==> config.mk <==
export PLATFORM = sky130hd
export DESIGN_NAME = video_dac_stage
export DESIGN_NICKNAME = d
export VERILOG_FILES = /design/src/rtl/video_dac_stage.sv
export SDC_FILE = /design/constraint.sdc
export NUM_CORES = 1
export LEC_CHECK = 0
export CAP_MARGIN = 40
export CORE_AREA = 2 2 58 60
export DETAILED_ROUTE_END_ITERATION = 10
export DIE_AREA = 0 0 60 62
export DONT_BUFFER_PORTS = 1
export HOLD_SLACK_MARGIN = 0.15
export MAX_ROUTING_LAYER = met4
export PLACE_DENSITY = 0.71
export SLEW_MARGIN = 30
export SYNTH_ARGS = -nofsm -noshare
export SYNTH_HDL_FRONTEND = slang
export SYNTH_SLANG_ARGS = --single-unit
==> constraint.sdc <==
create_clock -name clk -period 4.5 [get_ports clk]
set_input_delay 0.9 -clock clk [delete_from_list [all_inputs] [get_ports clk]]
set_output_delay 0.9 -clock clk [all_outputs]
set_load 0.02 [all_outputs]
==> src/rtl/video_dac_stage.sv <==
// Video DAC output stage: 2-stage sync/RGB pipeline with an hsync lock watchdog.
// Build option: define DAC_75PCT_EN for 75% gun level (4'hB) instead of full scale (4'hF).
module video_dac_stage #(
  parameter int LINE_TIMEOUT = 1024
) (
  input  logic       clk,
  input  logic       reset,
  input  logic       hsync_in,
  input  logic       vsync_in,
  input  logic       display_on,
  input  logic [2:0] rgb_in,
  output logic [3:0] dac_r,
  output logic [3:0] dac_g,
  output logic [3:0] dac_b,
  output logic       hsync_out,
  output logic       vsync_out,
  output logic       blank_n,
  output logic       sync_lost,
  output logic [7:0] frame_count
);

`ifdef DAC_75PCT_EN
  localparam logic [3:0] ON_LEVEL = 4'hB;
`else
  localparam logic [3:0] ON_LEVEL = 4'hF;
`endif

  localparam logic [15:0] CNT_MAX = 16'(LINE_TIMEOUT - 1);

  generate
    if (LINE_TIMEOUT < 4 || LINE_TIMEOUT > 65535) begin : g_bad_timeout
      $error("LINE_TIMEOUT out of range 4..65535");
    end
  endgenerate

  typedef struct packed {
    logic       hsync;
    logic       vsync;
    logic       disp;
    logic [2:0] rgb;
  } stage_t;

  typedef enum logic [1:0] {SEARCH, CONFIRM, LOCKED} state_t;

  stage_t      s1;
  logic        hs_prev, vs_prev;
  logic        h_edge, v_edge, timeout, lock_nxt;
  logic [15:0] wd_cnt;
  state_t      state, state_nxt;

  assign h_edge  = s1.hsync & ~hs_prev;
  assign v_edge  = s1.vsync & ~vs_prev;
  // An edge in the saturated cycle re-arms the watchdog instead of timing out.
  assign timeout = (wd_cnt == CNT_MAX) & ~h_edge;

  always_comb begin
    state_nxt = state;
    case (state)
      SEARCH:  if (h_edge) state_nxt = CONFIRM;
      CONFIRM: if (h_edge) state_nxt = LOCKED;
               else if (timeout) state_nxt = SEARCH;
      LOCKED:  if (timeout) state_nxt = SEARCH;
      default: state_nxt = SEARCH;
    endcase
    lock_nxt = (state_nxt == LOCKED);
  end

  always_ff @(posedge clk) begin
    if (reset) begin
      s1          <= '0;
      hs_prev     <= 1'b0;
      vs_prev     <= 1'b0;
      wd_cnt      <= '0;
      state       <= SEARCH;
      frame_count <= '0;
      hsync_out   <= 1'b0;
      vsync_out   <= 1'b0;
      blank_n     <= 1'b0;
      sync_lost   <= 1'b1;
      dac_r       <= '0;
      dac_g       <= '0;
      dac_b       <= '0;
    end else begin
      s1      <= '{hsync: hsync_in, vsync: vsync_in, disp: display_on, rgb: rgb_in};
      hs_prev <= s1.hsync;
      vs_prev <= s1.vsync;

      if (h_edge)                wd_cnt <= '0;
      else if (wd_cnt != CNT_MAX) wd_cnt <= wd_cnt + 16'd1;

      state <= state_nxt;
      if (v_edge && state == LOCKED) frame_count <= frame_count + 8'd1;

      // s2: blanking and gun codes follow the lock state that becomes visible
      // on the same cycle, keeping them aligned with sync_lost.
      hsync_out <= s1.hsync;
      vsync_out <= s1.vsync;
      sync_lost <= ~lock_nxt;
      blank_n   <= s1.disp & lock_nxt;
      dac_r     <= (s1.disp & s1.rgb[2] & lock_nxt) ? ON_LEVEL : 4'h0;
      dac_g     <= (s1.disp & s1.rgb[1] & lock_nxt) ? ON_LEVEL : 4'h0;
      dac_b     <= (s1.disp & s1.rgb[0] & lock_nxt) ? ON_LEVEL : 4'h0;
    end
  end

endmodule

* Word-level counts from Yosys, hierarchy flattened *
Index checks and enable logic that the tools add are counted.

storage, ports and cells
  register bits after elaboration = 48
  input port bits = 8

operators by class
  eq/ne operators = 5
  muxes and demuxes = 7
  add/sub/neg operators = 2
  reductions and logical operators = 3
  bitwise logic cells = 14

operators with widths
  operator                                                                    number
  16-bit by 1-bit adder with 16-bit output (second input constant)            1
  16-bit by 10-bit == test with 1-bit output (second input constant)          1
  16-bit by 10-bit inequality test with 1-bit output (second input constant)  1
  4-bit 2-to-1 mux                                                            3
  1-bit bitwise AND                                                           10
  8-bit by 1-bit adder with 8-bit output (second input constant)              1
  2-bit 2-to-1 mux                                                            3
  2-bit case mux with 3 select lines                                          1
  2-bit == test (second input constant)                                       2
  1-bit inverter                                                              4
  2-bit by 1-bit == test with 1-bit output (second input constant)            1
  2-bit logical NOT                                                           1
  2-bit OR reduction                                                          1
  1-bit logical AND                                                           1

* Depth between registers and ports, before layout *
  depth after elaboration = 10
  mapped depth = 6
  mapped depth without buffers = 5

* Least setup slack after synthesis *
Ideal clock, no wire load.

  path kind = input port to flip-flop
  start = input reset
  end = register wd_cnt[0]
  cell stages on the path = 4
  buffers on the path = 2
  path slack = 2.654 ns
  data required time = 4.372 ns
  arrival time = 1.719 ns
  path through = clkbuf_1 > nand2b_1 > clkbuf_1 > nor2_1

on the way
  word-level cells in the longest chain between the ends = 1

ends and longest elaborated chain
  item                          RTL line  RTL
  from (decl)                   7         input logic reset,
  2-bit OR reduction (no line)  n/a
  to (signal assigned)          89        else if (wd_cnt != CNT_MAX) wd_cnt <= wd_cnt + 16'd1;
  to (decl)                     48        logic [15:0] wd_cnt;

Every way passes these cells.
A chain may end at the register's enable or synchronous reset.

==> impl_metrics.tcl <==
set metrics [dict create \
    detail_route.vias_per_cell 5.34 \
    status "completed" \
    synth.ff_latch_count 39 \
    global_route_wire_length_before_repair_um 4360 \
    postCtsHoldBufs 0 \
    static-leakage-power_nw 0.558 \
    fin_cells 211 \
    netSwitchingFraction_pct 21.2 \
    synth_compound_gate_area_share_pct 9.43 \
    synthAdderAreaFrac_pct 1.56 \
    setup_viol 0 \
    tritoncts_clock_tree "yes" \
    grt_pass1_vias 985 \
    final-max-slew-violation-count 0 \
    fin_crit_sh_pct 46.2 \
    synthesis.yosys.warnings 0 \
    timing_hold_violations_final 0 \
    timing.setup.critical_path_class "reg2out" \
    cts_setup_buffers 0 \
    hold_path_depth 1 \
    tightest_hold_check_type "reg2reg" \
    power_frac_comb_pct 2.3 \
    worstPathArrival_ns 1.18 \
    max_freq_mhz 481 \
    fraction_of_layout_instances_using_a_drive_strength_above_1_pct 9.09 \
    detail_route.drc_violations 0 \
    pin_count 32 \
    vdd_ir_drop_max_mv 0.251 \
    place_inst 203 \
    grt_start_max_net_pins 21 \
    ys.flop_type "dfxtp_1" \
    dp.final_hpwl_um 1900 \
    critical_path_fanouts_max 4 \
    clkSinkCount 39 \
    power.density_cell_area_nw_per_um2 363 \
    tightestPinTransition_ns 0.812 \
    layout-area-overhead-vs-synth_pct 3.59 \
    clkLatencyLatePin_ns 0.34 \
    rows 21 \
    place_congestion 0.768 \
    power.internal_mw 0.475 \
    post-route-min-period_ns 2.08 \
    cts_inserted_buffers 5 \
    core_area_sq_um 3180 \
    synth.lib_cells_used.distinct 40 \
    post_cts_resize_count 0 \
    drtIter0Drc 62 \
    antenna_found_initial 0 \
    initial_core_util_pct 50.5 \
    power.sequential.fraction_pct 59.4 \
    worst_reg2reg_path_length_in_cells 5 \
    power.total_mw 0.603 \
    synth_xor_area_share_pct 6.55 \
    routed_antenna_nets 0 \
    ctsHtreeMaxLevel 2 \
    finalWorstSetupSlack_ns 2.42 \
    worst-endpoint-required_ns 3.60 \
    die_w_um 60 \
    final_common_cell "dfxtp_1" \
    synthCells 171 \
    slew-limit-headroom_pct 45.1 \
    critical_path_cell_count 0 \
    routed_wl_um 2660 \
    design.final.nets 174 \
    max_cap_viol_count 0 \
    totalNegativeSetupSlack_ns 0 \
    synth_simple_gate_area_share_pct 27.0 \
    setup_ws_pre_cts_ns 2.61 \
    clock_tree.buffer_depth 2 \
    clkSlewWorstSetupHoldPaths_ns 0.11 \
    total_switching_power_mw 0.128 \
    power.share.clock_pct 38.3 \
    cp-end-kind "output pin" \
    skew_ns 0.00424 \
    synthArstFlopShare_pct 0 \
    routed_wire_length_per_instance_um 12.6 \
    synth.area.mux_share_pct 0.624 \
    synthesis.area_per_instance_sq_um 9.39 \
    cts_root_buf "clkbuf_4" \
    synth_edf_count 0 \
    post_synth_instance_area_sq_um 1610 \
    antennaDiodeCount 0 \
    start_kind "flop" \
    final_cell_mix "dfxtp_1 (39), nor2_1 (17), a21oi_1 (9), nor2b_1 (9), nand2_1 (8)" \
    synth_seq_area_share_pct 48.6 \
    grt_usage_pct 16.5 \
    fp.dieArea_sq_um 3720 \
    unrepaired_setup_endpoints_after_global_routing "no" \
    grt_remaining_overflow 0 \
    die-height_um 62 \
    synth_top_family_by_area "simple AND/OR/NAND/NOR gates" \
    port_buffers 0 \
    detailroute.via_count 1126 \
    drt_pass1_iterations 4 \
    synth_nets 181 \
]
==> synthesized netlist by cell type (all sizes together), types with 2 or more instances <==
master  number  area [sq um]
a211oi       2          15.0
a21oi        9          45.0
a31oi        2          12.5
and2         2          12.5
and3         5          31.3
buf         11          76.3
clkbuf       3          11.3
dfxtp       39           781
ha           2          25.0
inv          3          11.3
nand2        8          30.0
nand2b       3          18.8
nand3        5          30.0
nand4        7          43.8
nor2        17          63.8
nor2b        9          56.3
nor3         2          10.0
nor4         3          18.8
nor4bb       2          20.0
o21ai        6          30.0
or2          2          12.5
or3          5          32.5
or4          2          18.8
xnor2        6          52.6
xor2         6          52.6
==> cell families after synthesis <==
group / after synthesis
xor gates and xnor gates: 12
muxes: 1
and+or+nand+nor: 76
adders and majority gates: 2
buffers and inverters: 17
AOI/OAI and AO/OA: 24
DFF: 39
==> stage by stage <==
stage / hold WS [ns] / area, sq um / util, %
after CTS: 0.472 / 1660 / 52.3
after global routing: 0.484 / 1660 / 52.3
after global placement: 0.449 / 1580 / 49.5
final: 0.469 / 1660 / 52.3
after floorplan: 0.429 / 1610 / -
after detailed placement: 0.444 / 1580 / 49.7
==> cell type report <==
type | count | area [sq um]
clock inverter | 3 | 43.8
sequential | 39 | 781
fill | 301 | 1520
tap | 46 | 57.6
clock buffer | 5 | 37.5
inverter | 3 | 11.3
multi-input combinational | 115 | 732
==> power groups by stage <==
stage	Combinational, mW	Sequential (mW)	Clock, mW
floorplan	0.0144	0.365	0
global placement	0.0138	0.366	0
detailed placement	0.0143	0.366	0
CTS	0.0143	0.358	0.238
global route	0.0162	0.360	0.252
finish	0.0139	0.358	0.231
==> registers in the layout, indices dropped and copies added (netlist names) <==
name / cells
wd_cnt: 16
frame_count: 8
s1: 6
state: 2
blank_n: 1
dac_b: 1
dac_g: 1
dac_r: 1
hs_prev: 1
sync_lost: 1
vs_prev: 1
==> path summary, 6_finish.rpt <==
path	from	slack, ns	end
setup reg to reg	wd_cnt[0]$_SDFFE_PP0N_	2.58	wd_cnt[9]$_SDFFE_PP0N_
hold / removal	s1[4]$_SDFF_PP0_	0.47	vs_prev$_SDFF_PP0_
setup / recovery	dac_b[2]$_SDFF_PP0_	2.42	dac_b[1]
hold reg to reg	s1[4]$_SDFF_PP0_	0.47	vs_prev$_SDFF_PP0_
==> metal layers <==
layer	wire [um]	GRT usage [%]
met2	1280	24.4
met3	148	7.66
met5	0	-
met4	27	7.62
met1	1210	19.1
Note: power is estimated with default switching activity, not from simulation.
